$ cat config.mk
export PLATFORM = sky130hd
export DESIGN_NAME = adc_in
export DESIGN_NICKNAME = d
export VERILOG_FILES = /design/src/rtl/adc_in_pkg.sv /design/src/rtl/adc_ovr_monitor.sv /design/src/rtl/adc_in.sv
export SDC_FILE = /design/constraint.sdc
export NUM_CORES = 1
export LEC_CHECK = 0
export BUFFER_PORTS_ARGS = -buffer_cell sky130_fd_sc_hd__buf_2
export CAP_MARGIN = 0
export CELL_PAD_IN_SITES_DETAIL_PLACEMENT = 0
export CELL_PAD_IN_SITES_GLOBAL_PLACEMENT = 1
export CORE_ASPECT_RATIO = 0.8
export CORE_MARGIN = 8
export CORE_UTILIZATION = 38
export CTS_BUF_LIST = sky130_fd_sc_hd__clkbuf_8
export CTS_CLUSTER_DIAMETER = 40
export DETAILED_ROUTE_END_ITERATION = 7
export GPL_TIMING_DRIVEN = 0
export PLACE_DENSITY = 0.66
export REMOVE_ABC_BUFFERS = 1
export SETUP_SLACK_MARGIN = 0.02
export SLEW_MARGIN = 40
export SYNTH_ARGS = -nofsm -noshare
export SYNTH_HDL_FRONTEND = slang
export SYNTH_HIERARCHICAL = 1
export SYNTH_SLANG_ARGS = --single-unit
$ cat constraint.sdc
create_clock -name clk_in -period 3.5 [get_ports clk_in]
set_clock_uncertainty 0.2 [all_clocks]
set_input_delay 1.05 -clock clk_in [delete_from_list [all_inputs] [get_ports clk_in]]
set_output_delay 1.05 -clock clk_in [all_outputs]
set_load 0.01 [all_outputs]
$ cat src/rtl/adc_in_pkg.sv
// rtl/adc_in_pkg.sv - shared types, constants and shift clamp for the ADC receive path
package adc_in_pkg;

    typedef enum logic [1:0] {
        IDLE  = 2'd0,
        BLANK = 2'd1,
        RUN   = 2'd2
    } state_t;

    localparam int PIPE_LAT  = 3;
    localparam int OVR_CNT_W = 16;

    // Returns the effective MSB position + 1, limited to [lo, hi].
    function automatic logic [7:0] clamp_shift(input logic [7:0] sh, input int lo, input int hi);
        if (int'(sh) < lo) return 8'(lo);
        if (int'(sh) > hi) return 8'(hi);
        return sh;
    endfunction

endpackage

$ cat src/rtl/adc_ovr_monitor.sv
// rtl/adc_ovr_monitor.sv - retriggerable overrange hold flag and saturating event counter
module adc_ovr_monitor
    import adc_in_pkg::*;
#(
    parameter int HOLD_CYCLES = 1024
) (
    input  logic                 clk_in,
    input  logic                 reset_n,
    input  logic                 ovr_evt,
    input  logic                 OVR_CLR,
    output logic                 OVR_FLAG,
    output logic [OVR_CNT_W-1:0] OVR_COUNT
);

    localparam int HW = (HOLD_CYCLES < 1) ? 1 : $clog2(HOLD_CYCLES + 1);
    localparam logic [HW-1:0]        HOLD_LD = HW'(HOLD_CYCLES);
    localparam logic [HW-1:0]        HOLD_ONE = HW'(1);
    localparam logic [OVR_CNT_W-1:0] CNT_ONE = {{(OVR_CNT_W-1){1'b0}}, 1'b1};

    logic [HW-1:0]        r_hold;
    logic                 r_flag;
    logic [OVR_CNT_W-1:0] r_count;

    // The flag is registered alongside the counter so it tracks (r_hold != 0) without a comb output.
    always_ff @(posedge clk_in or negedge reset_n) begin
        if (!reset_n) begin
            r_hold  <= '0;
            r_flag  <= 1'b0;
            r_count <= '0;
        end else begin
            if (ovr_evt) begin
                r_hold <= HOLD_LD;
                r_flag <= (HOLD_CYCLES != 0);
            end else if (r_hold != '0) begin
                r_hold <= r_hold - HOLD_ONE;
                r_flag <= (r_hold > HOLD_ONE);
            end else begin
                r_flag <= 1'b0;
            end

            if (ovr_evt) begin
                if (OVR_CLR)
                    r_count <= CNT_ONE;
                else if (r_count != '1)
                    r_count <= r_count + CNT_ONE;
            end else if (OVR_CLR) begin
                r_count <= '0;
            end
        end
    end

    assign OVR_FLAG  = r_flag;
    assign OVR_COUNT = r_count;

endmodule

$ cat src/rtl/adc_in.sv
// rtl/adc_in.sv - offset-binary ADC capture, two's complement placement, rx gating and overrange tracking
module adc_in
    import adc_in_pkg::*;
#(
    parameter int in_width     = 14,
    parameter int out_width    = 27,
    parameter int BLANK_CYCLES = 16,
    parameter int HOLD_CYCLES  = 1024
) (
    input  logic                 clk_in,
    input  logic                 reset_n,
    input  logic                 rx,
    input  logic [in_width-1:0]  ADC_DATA,
    input  logic                 ADC_OVR,
    input  logic [7:0]           shift,
    input  logic                 OVR_CLR,
    output logic [out_width-1:0] DATA_OUT,
    output logic                 DATA_VALID,
    output logic                 OVR_FLAG,
    output logic [OVR_CNT_W-1:0] OVR_COUNT
);

    localparam int BW = (BLANK_CYCLES < 2) ? 1 : $clog2(BLANK_CYCLES);
    localparam int BLANK_LAST = (BLANK_CYCLES > 0) ? BLANK_CYCLES - 1 : 0;
    localparam logic [BW-1:0] BLANK_TC  = BW'(BLANK_LAST);
    localparam logic [BW-1:0] BLANK_ONE = BW'(1);

    logic [in_width-1:0]  r_d;
    logic                 r_ovr1;
    logic [in_width-1:0]  r_s;
    logic                 r_evt;
    state_t               r_state;
    logic [BW-1:0]        r_cnt;
    logic [out_width-1:0] r_data_out;
    logic                 r_valid;

    logic                 w_ovr;
    logic [7:0]           w_eff;
    logic [7:0]           w_amt;
    logic [out_width-1:0] w_sext;
    logic [out_width-1:0] w_placed;
    logic                 w_run;

    assign w_ovr    = r_ovr1 | (r_d == '0) | (r_d == '1);
    assign w_eff    = clamp_shift(shift, in_width, out_width);
    assign w_amt    = w_eff - 8'(in_width);
    assign w_sext   = {{(out_width-in_width){r_s[in_width-1]}}, r_s};
    assign w_placed = w_sext << w_amt;
    // rx is folded in so a drop mutes the very next output, not one state update later.
    assign w_run    = (r_state == RUN) & rx;

    always_ff @(posedge clk_in or negedge reset_n) begin
        if (!reset_n) begin
            r_d        <= '0;
            r_ovr1     <= 1'b0;
            r_s        <= '0;
            r_evt      <= 1'b0;
            r_data_out <= '0;
            r_valid    <= 1'b0;
        end else begin
            r_d        <= ADC_DATA;
            r_ovr1     <= ADC_OVR;
            r_s        <= {~r_d[in_width-1], r_d[in_width-2:0]};
            r_evt      <= w_ovr & (r_state == RUN);
            r_data_out <= w_run ? w_placed : '0;
            r_valid    <= w_run;
        end
    end

    always_ff @(posedge clk_in or negedge reset_n) begin
        if (!reset_n) begin
            r_state <= IDLE;
            r_cnt   <= '0;
        end else if (!rx) begin
            r_state <= IDLE;
            r_cnt   <= '0;
        end else begin
            case (r_state)
                IDLE: begin
                    r_cnt   <= '0;
                    r_state <= (BLANK_CYCLES == 0) ? RUN : BLANK;
                end
                BLANK: begin
                    if (r_cnt == BLANK_TC)
                        r_state <= RUN;
                    else
                        r_cnt <= r_cnt + BLANK_ONE;
                end
                RUN:     r_state <= RUN;
                default: r_state <= IDLE;
            endcase
        end
    end

    adc_ovr_monitor #(
        .HOLD_CYCLES(HOLD_CYCLES)
    ) u_ovr_mon (
        .clk_in    (clk_in),
        .reset_n   (reset_n),
        .ovr_evt   (r_evt),
        .OVR_CLR   (OVR_CLR),
        .OVR_FLAG  (OVR_FLAG),
        .OVR_COUNT (OVR_COUNT)
    );

    assign DATA_OUT   = r_data_out;
    assign DATA_VALID = r_valid;

endmodule
==> report_table.html <==
<table>
<tr><th>Metric</th><th>Value</th></tr>
<tr><th colspan="2">Global route</th></tr>
<tr><td>Tot GR Track Use</td><td>~14%</td></tr>
<tr><td>Total congestion overflow after global routing</td><td>0</td></tr>
<tr><td>Global-route wire length before repair</td><td>18800 um</td></tr>
<tr><td>Routing layer with the top usage in global route</td><td>met2</td></tr>
<tr><td>Number of global-route vias before repair</td><td>3650</td></tr>
<tr><td>Pin count of the biggest net entering global routing</td><td>60</td></tr>
<tr><td>Met2 track demand over resource</td><td>20.9%</td></tr>
<tr><td>Global routing met3 resource utilization</td><td>under 10%</td></tr>
<tr><td>Met1 Use GR</td><td>20.2%</td></tr>
<tr><td>Number of antenna violations at the first check in global routing</td><td>0</td></tr>
<tr><th colspan="2">Finish</th></tr>
<tr><td>Share of post-route cells with drive strength above 1</td><td>between 20% and 30%</td></tr>
<tr><td>Cell area after layout</td><td>5360 um^2</td></tr>
<tr><td>Final layout net count</td><td>538</td></tr>
<tr><td>Most common library cell in the layout ignoring fill and taps</td><td>dfrtp_1</td></tr>
<tr><td>End-of-flow core utilization</td><td>44.7%</td></tr>
<tr><td>Commonest cells after routing, fill and taps aside</td><td>dfrtp_1 (92), buf_2 (70), nor2_1 (28), a21oi_1 (25), nand2_1 (21)</td></tr>
<tr><td>Area growth from synthesis to final layout</td><td>16.5%</td></tr>
<tr><td>Final antenna diode count</td><td>0</td></tr>
<tr><td>Final non-filler cell total</td><td>660</td></tr>
<tr><th colspan="2">Worst setup path</th></tr>
<tr><td>Setup crit end kind</td><td>register</td></tr>
<tr><td>Startpoint Class</td><td>primary input</td></tr>
<tr><td>Top cell by count, worst path</td><td>nand2_2</td></tr>
<tr><td>Required time of the critical path</td><td>3.57 ns</td></tr>
<tr><td>Data arrival, critical path</td><td>3.44 ns</td></tr>
<tr><td>Slowest-stage cell, CP</td><td>and2_0</td></tr>
<tr><td>Kind of critical path</td><td>primary input to register</td></tr>
<tr><td>Cell-by-cell trace of the critical path</td><td>buf_2, and2b_2, and3_4, inv_1, ha_2, nor2_1, nand2_2, and2_0, nand2_2, a211o_1, o21ai_0</td></tr>
<tr><td>Critical Path Fanout Max</td><td>13</td></tr>
<tr><td>Maximum cell stage delay along the critical path</td><td>0.47 ns</td></tr>
<tr><td>Cell count of the worst reg-to-reg path</td><td>6</td></tr>
<tr><th colspan="2">Hold path</th></tr>
<tr><td>Worst Hold Path Cells</td><td>0</td></tr>
<tr><td>Classification of the worst-slack hold path</td><td>register to register</td></tr>
<tr><th colspan="2">STA</th></tr>
<tr><td>Maximum achievable frequency</td><td>297 MHz</td></tr>
<tr><td>Hold_ws</td><td>0.203 ns</td></tr>
<tr><td>Setup repair after global routing missed its margin</td><td>false</td></tr>
<tr><td>Total setup violations reported at the end of the flow</td><td>0</td></tr>
<tr><td>Max_slew headroom</td><td>50.2%</td></tr>
<tr><td>Fin. Hold Viols</td><td>0</td></tr>
<tr><td>Fin. max-slew vios</td><td>0</td></tr>
<tr><td>Final worst path period share</td><td>96.2%</td></tr>
<tr><td>Transition time at the pin with the least slew margin</td><td>between 0.7 and 0.8 ns</td></tr>
<tr><td>Final critical-path setup slack</td><td>0.132 ns</td></tr>
<tr><td>Post-layout minimum cycle time</td><td>3.37 ns</td></tr>
<tr><th colspan="2">Logic synthesis</th></tr>
<tr><td>Count of flip-flops with a built-in enable after synthesis</td><td>0</td></tr>
<tr><td>Netlist area before placement</td><td>around 4600 um^2</td></tr>
<tr><td>Fraction of the mapped netlist area in compound gates</td><td>16.6%</td></tr>
<tr><td>Proportion of netlist area held by the largest area contributor</td><td>50.0%</td></tr>
<tr><td>Top cells by area, synth</td><td>dfrtp_1 (50%), mux2_2 (3.2%), a21oi_1 (2.7%)</td></tr>
<tr><td>Post-synth ARST share</td><td>100%</td></tr>
<tr><td>Number of synthesized register bits</td><td>92</td></tr>
<tr><td>Avg Cell Area, Syn</td><td>10.6 um^2</td></tr>
<tr><td>Biggest area consumer among synthesized cells</td><td>dfrtp_1</td></tr>
<tr><td>Largest family of logic cells by synthesized area</td><td>simple AND/OR/NAND/NOR gates</td></tr>
<tr><td>Sequential area share after synthesis</td><td>50.0%</td></tr>
<tr><td>YS warnings</td><td>6</td></tr>
<tr><td>Top_reg_cell synth</td><td>dfrtp_1</td></tr>
<tr><td>Adder-cell share of the synthesized area</td><td>2.18%</td></tr>
<tr><td>Share of cell area taken by muxes after synthesis</td><td>under 10%</td></tr>
<tr><td>Distinct cells, synth</td><td>72</td></tr>
<tr><td>Area share of and/or/nand/nor cells after synthesis</td><td>between 10% and 20%</td></tr>
<tr><td>Mapped Cells</td><td>435</td></tr>
<tr><td>XOR/XNOR Fraction of Synth Area</td><td>1.12%</td></tr>
<tr><th colspan="2">Routing</th></tr>
<tr><td>First DRT Iteration DRCs</td><td>204</td></tr>
<tr><td>Drt first pass iters</td><td>5</td></tr>
<tr><td>DRC errors left</td><td>0</td></tr>
<tr><td>Routed len/inst</td><td>16.7 um</td></tr>
<tr><td>Ratio of routed vias to standard cells</td><td>roughly 5.5</td></tr>
<tr><td>Detail Route Antenna Nets</td><td>0</td></tr>
<tr><td>Total via count in the routed design</td><td>3656</td></tr>
<tr><td>Total Routed Length</td><td>11000 um</td></tr>
<tr><th colspan="2">CTS</th></tr>
<tr><td>TritonCTS clock tree</td><td>done</td></tr>
<tr><td>Worst-path clk slew</td><td>0.10 ns</td></tr>
<tr><td>TritonCTS Buffers</td><td>9</td></tr>
<tr><td>Worst-skew pair later-pin latency</td><td>~0.37 ns</td></tr>
<tr><td>CTS root buffer</td><td>clkbuf_8</td></tr>
<tr><td>Clock Sink Count</td><td>92</td></tr>
<tr><td>CTS HTree Levels</td><td>3</td></tr>
<tr><td>Count of hold-fix buffers inserted at cts</td><td>0</td></tr>
<tr><td>Maximum buffer depth of the clock tree</td><td>2</td></tr>
<tr><th colspan="2">Pwr</th></tr>
<tr><td>Maximum ir drop on the vdd rail</td><td>0.294 mV</td></tr>
<tr><td>P per Cell Area</td><td>~500 nW/um^2</td></tr>
<tr><td>Static leakage</td><td>0.00242 uW</td></tr>
<tr><th colspan="2">Die</th></tr>
<tr><td>Area enclosed by the die boundary</td><td>15900 um^2</td></tr>
<tr><td>Height of the die</td><td>114 um</td></tr>
<tr><td>I/O pin count</td><td>around 70</td></tr>
<tr><td>Width of the chip</td><td>139 um</td></tr>
<tr><td>Floorplan row count</td><td>36</td></tr>
<tr><td>Starting density of the core</td><td>38.4%</td></tr>
<tr><td>Core area</td><td>between 10000 and 15000 um^2</td></tr>
<tr><th colspan="2">Placed design</th></tr>
<tr><td>Number of buffer cells added on primary ports</td><td>just over 70</td></tr>
<tr><td>Total instance count after detailed placement</td><td>638</td></tr>
<tr><td>Routability Congestion</td><td>0.805</td></tr>
<tr><td>Placed standard-cell area</td><td>5090 um^2</td></tr>
<tr><td>HPWL reported at the end of detailed placement</td><td>approximately 8000 um</td></tr>
<tr><td>Dpl ws</td><td>-0.939 ns</td></tr>
<tr><th colspan="2">Run status</th></tr>
<tr><td>Status</td><td>finished, final reports clean</td></tr>
<tr><th colspan="2">Flow run</th></tr>
<tr><td>Max-Cap Viols</td><td>0</td></tr>
</table>
==> cell usage after synthesis (5+ instances only) <==
cell type,count
a21oi_1,25
and3_1,5
ha_1,8
nor3_1,15
mux2_2,13
mux2i_1,11
a22oi_1,7
dfrtp_1,92
o22ai_1,5
nand2_1,22
nor2_1,28
or4_1,10
o21ai_0,15
clkbuf_1,10
nor2b_1,8
inv_1,14
o31ai_1,8
a211oi_1,5
nand4_1,15
nor4_1,6
nand3_1,15
buf_2,6
a221o_1,5
==> state kept, by name, summed over array words and instances, names as in the netlist <==
| signal | flops |
|---|---|
| DATA_OUT | 27 |
| r_d | 14 |
| r_cnt | 4 |
| r_state | 2 |
| r_s | 14 |
| u_ovr_mon/OVR_FLAG | 1 |
| u_ovr_mon/r_hold | 11 |
| r_ovr1 | 1 |
| DATA_VALID | 1 |
| u_ovr_mon/OVR_COUNT | 16 |
| r_evt | 1 |
==> final cells by class <==
class	count	area [um^2]
Clock buffer	10	138
Clock inverter	6	76.3
Fill cell	1167	6620
Inverter	15	56.3
Multi-Input combinational cell	307	2160
Sequential cell	92	2300
Tap cell	152	190
Timing Repair Buffer	78	434
==> logic make-up after synthesis <==
family                     Yosys count
muxes                               28
AOI/OAI and AO/OA                  108
buffers and inverters               36
DFF                                 92
adders and majority gates            8
and+or+nand+nor                    158
xor gates and xnor gates             5
==> report_power, final <==
| part | internal [uW] | total, uW | leakage (uW) | switching, uW |
|---|---|---|---|---|
| combinational | 254 | 591 | 0.00111 | 337 |
| clock | 363 | 759 | 0.000110 | 395 |
| sequential | 1180 | 1330 | 0.00119 | 145 |
==> worst paths after layout <==
kind / startpoint / endpoint / slack [ns]
max: shift[4] / DATA_OUT[17]$_DFF_PN0_ / 0.13
min: r_d[8]$_DFF_PN0_ / r_s[8]$_DFF_PN0_ / 0.20
max reg2reg: r_state[1]$_DFFE_PN0P_ / DATA_OUT[17]$_DFF_PN0_ / 1.07
min reg2reg: r_d[8]$_DFF_PN0_ / r_s[8]$_DFF_PN0_ / 0.20
max in group asynchronous: reset_n / r_cnt[2]$_DFFE_PN0P_ / 2.16
min in group asynchronous: reset_n / u_ovr_mon/OVR_FLAG$_DFF_PN0_ / 0.36
==> timing repair <==
item                       in CTS  in global routing
setup buffers                   4                  2
pin swaps                       4                  0
setup endpoints to repair      26                 16
gates resized for setup         3                  1
==> stage by stage <==
| stage | power [uW] | TNS [ns] |
|---|---|---|
| after floorplan | 1720 | -2.68 |
| after global placement | 1910 | -21.60 |
| after detailed placement | 1930 | -16.90 |
| after CTS | 2710 | 0 |
| after global routing | 2860 | 0 |
| final | 2680 | 0 |
==> critical path, delay by kind of cell <==
| kind | cells | cell delay (ns) |
|---|---|---|
| and+or+nand+nor | 6 | 1.42 |
| AOI/OAI and AO/OA | 2 | 0.40 |
| buffers and inverters | 2 | 0.27 |
| adders and majority gates | 1 | 0.28 |
==> metal layers <==
metal,vias up,part of all wire [%]
li1,1783,-
met1,1764,50
met2,100,42
met3,9,6.5
met4,0,0.82
met5,-,0
Power figures use the tool's default switching activity.
